--- src/rtl/fifo_arb_pkg.sv ---
// Shared types and constants for the fifo_wr_arbiter block.
// Holds the FSM state enum, the stats counter width and the beat counter width helper.
package fifo_arb_pkg;

  typedef enum logic {
    IDLE  = 1'b0,
    BURST = 1'b1
  } arb_state_e;

  localparam int STATS_W = 16;

  // beatCnt must be able to hold the value BurstLen
  function automatic int beat_cnt_w(input int burst_len);
    return $clog2(burst_len + 1);
  endfunction

endpackage

--- src/rtl/rr_picker.sv ---
// Combinational round-robin picker: first requesting index searching upward
// from last_grant+1, wrapping modulo NumReq (NumReq need not be a power of two).
module rr_picker #(
  parameter int NumReq = 4,
  parameter int IdW    = $clog2(NumReq)
) (
  input  logic [NumReq-1:0] req,
  input  logic [IdW-1:0]    last_grant,
  output logic              any_req,
  output logic [IdW-1:0]    pick_id
);

  logic [IdW:0]   cand_sum [NumReq];
  logic [IdW-1:0] cand_id  [NumReq];

  // cand_id[gi] is the index examined at search distance gi+1 from last_grant
  generate
    for (genvar gi = 0; gi < NumReq; gi++) begin : g_cand
      assign cand_sum[gi] = {1'b0, last_grant} + (IdW+1)'(gi + 1);
      assign cand_id[gi]  = (cand_sum[gi] >= (IdW+1)'(NumReq))
                          ? IdW'(cand_sum[gi] - (IdW+1)'(NumReq))
                          : cand_sum[gi][IdW-1:0];
    end
  endgenerate

  // Walk from the farthest candidate down so the nearest one wins
  always_comb begin
    any_req = 1'b0;
    pick_id = '0;
    for (int i = NumReq - 1; i >= 0; i--) begin
      if (req[cand_id[i]]) begin
        any_req = 1'b1;
        pick_id = cand_id[i];
      end
    end
  end

endmodule

--- src/rtl/fifo_wr_arbiter.sv ---
// Round-robin burst arbiter sharing one FIFO write port between NumReq producers.
// Define FIFO_ARB_STATS_EN to add per-producer saturating word counters on reqWords.
module fifo_wr_arbiter
  import fifo_arb_pkg::*;
#(
  parameter int DataWidth = 8,
  parameter int NumReq    = 4,
  parameter int BurstLen  = 4
) (
  input  logic                          clk,
  input  logic                          rst,
  input  logic [NumReq-1:0]             reqValid,
  input  logic [NumReq*DataWidth-1:0]   reqData,
  output logic [NumReq-1:0]             reqReady,
  input  logic                          fifoFull,
  output logic                          fifoWrEn,
  output logic [DataWidth-1:0]          fifoWrData,
  output logic                          grantValid,
  output logic [$clog2(NumReq)-1:0]     grantId
`ifdef FIFO_ARB_STATS_EN
  ,
  output logic [NumReq*STATS_W-1:0]     reqWords
`endif
);

  localparam int IdW   = $clog2(NumReq);
  localparam int BeatW = beat_cnt_w(BurstLen);
  localparam logic [BeatW-1:0] LastBeat  = BeatW'(BurstLen - 1);
  localparam logic [IdW-1:0]   ResetLast = IdW'(NumReq - 1);

  arb_state_e       state_reg, state_next;
  logic [IdW-1:0]   grant_reg, grant_next;
  logic [IdW-1:0]   last_reg,  last_next;
  logic [BeatW-1:0] beat_reg,  beat_next;

  logic             any_req;
  logic [IdW-1:0]   pick_id;
  logic             xfer;

  logic [DataWidth-1:0] req_word [NumReq];

  generate
    for (genvar gi = 0; gi < NumReq; gi++) begin : g_word
      assign req_word[gi] = reqData[gi*DataWidth +: DataWidth];
    end
  endgenerate

  rr_picker #(
    .NumReq (NumReq),
    .IdW    (IdW)
  ) u_picker (
    .req        (reqValid),
    .last_grant (last_reg),
    .any_req    (any_req),
    .pick_id    (pick_id)
  );

  // Write strobe is combinational so the FIFO full flag is honoured in the same cycle
  always_comb begin
    state_next = state_reg;
    grant_next = grant_reg;
    last_next  = last_reg;
    beat_next  = beat_reg;
    reqReady   = '0;
    fifoWrEn   = 1'b0;
    xfer       = 1'b0;
    fifoWrData = req_word[grant_reg];
    if (state_reg == IDLE) begin
      if (any_req) begin
        grant_next = pick_id;
        beat_next  = '0;
        state_next = BURST;
      end
    end else begin
      xfer                = reqValid[grant_reg] & ~fifoFull;
      fifoWrEn            = xfer;
      reqReady[grant_reg] = xfer;
      if (xfer) begin
        beat_next = beat_reg + BeatW'(1);
      end
      // A full-stalled cycle with reqValid held neither counts nor releases
      if ((xfer && (beat_reg == LastBeat)) || !reqValid[grant_reg]) begin
        state_next = IDLE;
        last_next  = grant_reg;
      end
    end
  end

  always_ff @(posedge clk) begin
    if (rst) begin
      state_reg <= IDLE;
      grant_reg <= '0;
      last_reg  <= ResetLast;
      beat_reg  <= '0;
    end else begin
      state_reg <= state_next;
      grant_reg <= grant_next;
      last_reg  <= last_next;
      beat_reg  <= beat_next;
    end
  end

  assign grantValid = (state_reg == BURST);
  assign grantId    = grant_reg;

`ifdef FIFO_ARB_STATS_EN
  generate
    for (genvar gi = 0; gi < NumReq; gi++) begin : g_stats
      logic [STATS_W-1:0] words_reg;
      always_ff @(posedge clk) begin
        if (rst) begin
          words_reg <= '0;
        end else if (reqReady[gi] && (words_reg != '1)) begin
          words_reg <= words_reg + STATS_W'(1);
        end
      end
      assign reqWords[gi*STATS_W +: STATS_W] = words_reg;
    end
  endgenerate
`endif

endmodule

--- config.mk ---
export PLATFORM = sky130hd
export DESIGN_NAME = fifo_wr_arbiter
export DESIGN_NICKNAME = d
export VERILOG_FILES = /design/src/rtl/fifo_arb_pkg.sv /design/src/rtl/rr_picker.sv /design/src/rtl/fifo_wr_arbiter.sv
export SDC_FILE = /design/constraint.sdc
export NUM_CORES = 1
export LEC_CHECK = 0
export CAP_MARGIN = 20
export CELL_PAD_IN_SITES_DETAIL_PLACEMENT = 2
export CELL_PAD_IN_SITES_GLOBAL_PLACEMENT = 2
export CORE_AREA = 10 10 57 104
export CTS_CLUSTER_DIAMETER = 50
export DETAILED_ROUTE_END_ITERATION = 6
export DIE_AREA = 0 0 67 114
export PLACE_DENSITY = 0.72
export SLEW_MARGIN = 20
export SYNTH_ARGS = -nofsm -noshare
export SYNTH_HDL_FRONTEND = slang
export SYNTH_SLANG_ARGS = --single-unit
export TNS_END_PERCENT = 20
--- constraint.sdc ---
create_clock -name clk -period 2.2 [get_ports clk]
set_clock_uncertainty 0.1 [all_clocks]
set_input_delay 0.44 -clock clk [delete_from_list [all_inputs] [get_ports clk]]
set_output_delay 0.44 -clock clk [all_outputs]
set_load 0.05 [all_outputs]
Word-level counts from Yosys, hierarchy flattened
Cells that the tools add are included.
{"block": "word_totals", "register_bits": 8, "inputBits": 39, "out_inout_bits": 16}
{"block": "op_classes", "addsub": 9, "magnitude_cmp": 11, "n_eq_ne": 2, "n_mux": 35, "bitwise": 5, "n_reduce_logical": 8}
{"op": "$bmux W8 S2", "count": 1}
{"op": "$mux W2", "count": 8}
{"op": "$mux W8", "count": 2}
{"op": "$ge A3 B3 Y1 const B", "count": 5}
{"op": "$lt A2 B3 Y1 const B", "count": 5}
{"op": "$mux W1", "count": 14}
{"op": "$bmux W1 S2", "count": 5}
{"op": "$mux W3", "count": 3}
{"op": "$sub A2 B1 Y2 const B", "count": 4}
{"op": "$add A2 B2 Y3 const B", "count": 2}
{"op": "$reduce_and A2 Y1", "count": 3}
{"op": "$and A4 B4 Y4", "count": 1}
{"op": "$mux W4", "count": 1}
{"op": "$add A2 B1 Y3 const B", "count": 1}
{"op": "$add A2 B3 Y3 const B", "count": 1}
{"op": "$add A3 B1 Y3 const B", "count": 1}
{"op": "$eq A3 B2 Y1 const B", "count": 1}
{"op": "$not A2 Y3", "count": 1}
{"op": "$demux W1 S2", "count": 1}
{"op": "$ge A2 B1 Y1 const B", "count": 1}
{"op": "$logic_and A1 B1 Y1", "count": 2}
{"op": "$ne A2 B1 Y1 const B", "count": 1}
{"op": "$not A1 Y1", "count": 2}
{"op": "$reduce_bool A2 Y1", "count": 1}
{"op": "other kinds (3)", "count": 3}

Longest topological paths before layout
{"block": "logic_depth", "word_depth": 11, "mapped_depth": 6, "ltp_nobuf": 6}

Modules after synthesis
From an unflattened synthesis, not the netlist that was laid out.
{"block": "hier_totals", "cells_unflattened": 76, "hier_area_um2": 748.2}
{"mod": "fifo_wr_arbiter", "instances": 1, "cells_per_inst": 62, "area_each_um2": 656.9}
{"mod": "rr_picker", "instances": 1, "cells_per_inst": 14, "area_each_um2": 91.3}

Worst setup path after synthesis
OpenSTA, ideal clock, no wires.
{"block": "synth_timing", "path_kind": "reg2out", "startpoint": "register grant_reg[0] (netlist: grantId[0])", "endpoint": "output reqReady[1]", "arrival_time_ps": 2693, "required_ps": 1660, "setup_slack_ps": -1033, "path_stages_with_launch": 4, "path_buffers": 1, "path_cell_list": "dfxtp_1 buf_2 inv_1 nor4_1"}
{"block": "synth_via", "elab_chain_len": 6}
{"element": "from (decl)", "line_no": "fifo_wr_arbiter.sv:32", "rtl": "logic [IdW-1:0] grant_reg, grant_next;"}
{"element": "from (signal assigned)", "line_no": "fifo_wr_arbiter.sv:97", "rtl": "grant_reg <= grant_next;"}
{"element": "$lt A2 B3 Y1 (implied by the code) or $ge A2 B1 Y1 (tied branches)", "line_no": "fifo_wr_arbiter.sv:77", "rtl": "reqReady[grant_reg] = xfer;"}
{"element": "$logic_and A1 B1 Y1 (implied by the code)", "line_no": "fifo_wr_arbiter.sv:77"}
{"element": "$mux W1 (implied by the code)", "line_no": "fifo_wr_arbiter.sv:77"}
{"element": "$demux W1 S2", "line_no": "fifo_wr_arbiter.sv:77"}
{"element": "$and A4 B4 Y4 (no source line) *"}
{"element": "$mux W4 *", "line_no": "fifo_wr_arbiter.sv:68", "rtl": "if (state_reg == IDLE) begin"}
{"element": "to (decl)", "line_no": "fifo_wr_arbiter.sv:14", "rtl": "output logic [NumReq-1:0] reqReady,"}
Every way passes the cells marked *; elsewhere a longest branch is shown, timed or not. The select of a mux whose other input is x is not followed.

Final worst setup path
{"block": "layout_timing", "startpoint": "register grant_reg[0] (netlist: grantId[0])", "endpoint": "output fifoWrData[7]"}
{"block": "layout_via", "elab_chain_len": 4}
{"element": "$not A2 Y3 (implied by the code)", "line_no": "fifo_wr_arbiter.sv:67", "rtl": "fifoWrData = req_word[grant_reg];"}
{"element": "$bmux W8 S2", "line_no": "fifo_wr_arbiter.sv:67"}
{"element": "$mux W8 (implied by the code) (2 in series)", "line_no": "fifo_wr_arbiter.sv:67"}
{"element": "to (decl)", "line_no": "fifo_wr_arbiter.sv:17", "rtl": "output logic [DataWidth-1:0] fifoWrData,"}
No other way between the ends. The select of a mux whose other input is x is not followed.

==> reports/results.txt <==
Global routing finished with a remaining overflow of 0. The number of buffers added on ports is 54, and the final weighted congestion in routability-driven placement is 0.839. The share of total power in sequential cells came out at 0.222. For the worst setup path, the data arrival time is 1.60 ns. The critical path is of the reg -> out type.

Counting the buffers created by CTS gives 3. The flow ran to the end, and the final reports show no timing, DRC or antenna violations. The starting density of the core is 0.154, and the met1 demand-to-capacity share in global routing is 0.0998. The synthesized area per cell came out at 10.2 um^2.

For the aggregate routed wire length, the log shows 3770 um. The portion of synthesized cell area occupied by the leading cell type came out at 0.242. Setup violations remaining at the end of the flow were counted as 0. The fraction of final layout cells with drive strength greater than 1 was 0.379. The clock-pin slew on the worst setup and hold paths is 0.05 ns. The hold buffer count at CTS is 0, and the share of the clock period used by the worst path is 0.972.

The number of standard cells after synthesis was 65. The net total in the final layout was 175. Width of the die: 67 um.

The shortest period the worst path allows is 2.14 ns, and the cell area after placement is 1430 um^2. On the final layout, the worst hold slack is 0.382 ns. STA classifies the critical path endpoint as an output port. The number of nets handed over by synthesis was 106. The mean number of vias per cell was 4.63; the transition time at the pin with the least slew margin was 0.356 ns. Once detailed placement completed, the half-perimeter wirelength came to 3270 um. Yosys attributes the largest share of cell area to sky130_fd_sc_hd__dfxtp_1 24%, sky130_fd_sc_hd__mux4_2 24%, sky130_fd_sc_hd__mux4_1 8.0%, sky130_fd_sc_hd__inv_1 4.0%, sky130_fd_sc_hd__ha_1 3.8%. The routed length per placed instance is 20.2 um, and the clock latency at the later pin of the worst-skew pair is 0.24 ns.

Final-report max-slew violation count: 0. The number of iterations in the first detailed-routing pass came out at 2. Detailed routing inserted a total of 862 vias. Internal power comes to 473 uW. Dividing total power by cell area gives a power density of 514 nW/um^2.

The fraction of met3 tracks used by global routing was 0.0383; the delay contributed by the slowest stage of the critical path was 0.57 ns. The part of the total power dissipated in combinational logic was 0.539. For the number of placement rows, the log shows 34.

The category of the worst setup path launch point is a flip-flop. The switching power is 300 uW, and the fraction of power spent switching nets is 0.388. The maximum number of pins on one net before global-route repair is 11, and the async set or reset register ratio after synthesis is 0. The number of H-tree levels was 1. The run gives 0 as the count of synthesis-stage warnings from yosys. For the share of power burned in the clock network, the log shows 0.239. The number of global-route vias before repair came out at 1004. The die is 114 um tall. The maximum fanout along the worst path was 6; the count of endpoints failing hold in the final timing report was 0.

The total inserted antenna cells is 0, and the number of design-rule violations left by the first detailed-router iteration is 16. The worst-case headroom to the max-slew limit came out at 0.762. The run gives 0.170 as the met2 track demand over resource. The tools report the total global routing track utilization as 0.0976. Synthesized area: 661 um^2. Static timing analysis puts the maximum clock frequency at 0.468 GHz.

Traced cell by cell, the critical path runs through buf_4 > mux4_1 > buf_4. For the worst setup path, the data required time is 1.66 ns. In the routed design, unresolved DRC markers number 0. The worst-case IR drop observed on VDD is 0.262 mV. For the number of antenna violations at the first check in global routing, the log shows 0. By count the netlist is led by 8 x sky130_fd_sc_hd__dfxtp_1, 7 x sky130_fd_sc_hd__inv_1, 7 x sky130_fd_sc_hd__mux4_2.

The run gives 1500 um^2 as the area of all placed cells without fillers. The layer with the highest usage after global routing was met2. Area growth from synthesis to layout: 127%. The buffering stage count on the worst path with inverters included was 2.

Setup repair after global routing left no endpoint under its margin. The synthesized design contains 0 enable-type register cells. The path class of the tightest hold or removal check is reg -> reg. Once detail routing completed, the nets flagged for antenna violations numbered 0. Cell type group with the largest total delay on the critical path: multiplexers. The leakage power came out at 0.618 nW. The slowest stage of the critical path is the sky130_fd_sc_hd__mux4_1 cell. The logs give 5620 um for the first-pass GRT wire length and 0.242 for the register area share after synthesis. The number of synthesized register bits is 8. The cell with the most instances after synthesis is sky130_fd_sc_hd__dfxtp_1.

TritonCTS built the clock tree. The total number of clock tree sinks came out at 8. Maximum buffer depth of the clock tree: 2. The clock tree root buffer cell was sky130_fd_sc_hd__clkbuf_8. The number of flip-flops under the largest register name is 3.

Counting stages on the worst path, the most repeated cell is sky130_fd_sc_hd__buf_4. The synthesized design spends more area on one cell type than any other, namely sky130_fd_sc_hd__dfxtp_1. Number of different library cells in the post-synthesis netlist: 29.

In this run the standard cell core region covers 4300 um^2. The logs give 55 for the count of boundary I/O pins and 0 for the reported max-cap violation count. For this run, the leading register cell type out of synthesis is sky130_fd_sc_hd__dfxtp_1. The die covers 7640 um^2.
-- layout make-up --
cell class / instances / area [um^2]
multi-input combinational: 47 / 529
tap: 54 / 67.6
clock buffer: 3 / 41.3
inverter: 7 / 26.3
sequential: 8 / 160
fill: 469 / 2790
timing repair buffer: 67 / 678
-- cell usage in the layout, fill, tap and decap left out, drive strengths merged, types with 2 or more instances in the layout --
cell type / count
buf: 29
inv: 7
a21oi: 4
o31ai: 2
nor2: 3
nand2b: 3
mux4: 9
dlygate4sd2: 3
ha: 2
clkbuf: 3
o21ai: 4
nand4b: 2
clkdlybuf4s50: 33
nand2: 3
dfxtp: 8
dlymetal6s2s: 2
-- repair_timing --
action / 4_1_cts / 5_1_grt
cloned: 0 / 0
resized for setup: 7 / 4
setup buffers: 0 / 0
endpoints found under the setup margin: 4 / 5
pin swaps: 1 / 2
-- cells by family (layout without fill, tap and decap cells) --
family / count (synthesis) / in the layout / share of synthesized area
AOI/OAI and AO/OA: 17 / 17 / 0.176
DFF: 8 / 8 / 0.242
muxes: 9 / 9 / 0.318
adders and majority gates: 2 / 2 / 0.0379
buffers and inverters: 10 / 77 / 0.0587
and+or+nand+nor: 19 / 19 / 0.167
-- stage by stage --
stage | TNS [ns] | worst slack (ns) | power, mW | utilization | std cells
finish | 0 | 0.0616 | 0.773 | 0.350 | 186
global route | 0 | 0.0151 | 0.809 | 0.350 | 186
CTS | -0.0230 | -0.0230 | 0.781 | 0.346 | 186
detailed placement | -0.115 | -0.0587 | 0.589 | 0.333 | 183
global placement | -0.0483 | -0.0483 | 0.578 | 0.333 | 183
floorplan | -1.51 | -0.227 | 0.394 | - | 65
-- worst register-to-register path, stage by stage, from the launching register on --
cell	delay, ns
sky130_fd_sc_hd__dfxtp_1	0.37
sky130_fd_sc_hd__mux4_2	0.57
sky130_fd_sc_hd__buf_4	0.18
sky130_fd_sc_hd__a21boi_2	0.21
sky130_fd_sc_hd__a21oi_1	0.10
sky130_fd_sc_hd__o21ai_0	0.09
-- metal layers --
metal	part of all wire	vias to the layer above
met3	0.12	5
met4	0.015	0
met1	0.38	408
met2	0.49	58
li1	-	391
met5	0	-
-- power groups by stage --
stage	sequential, mW	combinational, mW	clock, mW
global route	0.174	0.440	0.194
floorplan	0.191	0.204	0
detailed placement	0.173	0.416	0
global placement	0.172	0.406	0
CTS	0.171	0.421	0.189
finish	0.172	0.416	0.185
-- final timing paths --
check	cells after the start	slack, ns	from	end
worst min register to register	1	0.38	beat_reg[0]	beat_reg[0]
worst max-delay path	3	0.06	grantId[0]	fifoWrData[7]
worst max register to register	5	0.49	grantId[0]	last_reg[0]
worst min-delay path	1	0.38	beat_reg[0]	beat_reg[0]
Note: power is estimated with default switching activity, not from simulation.
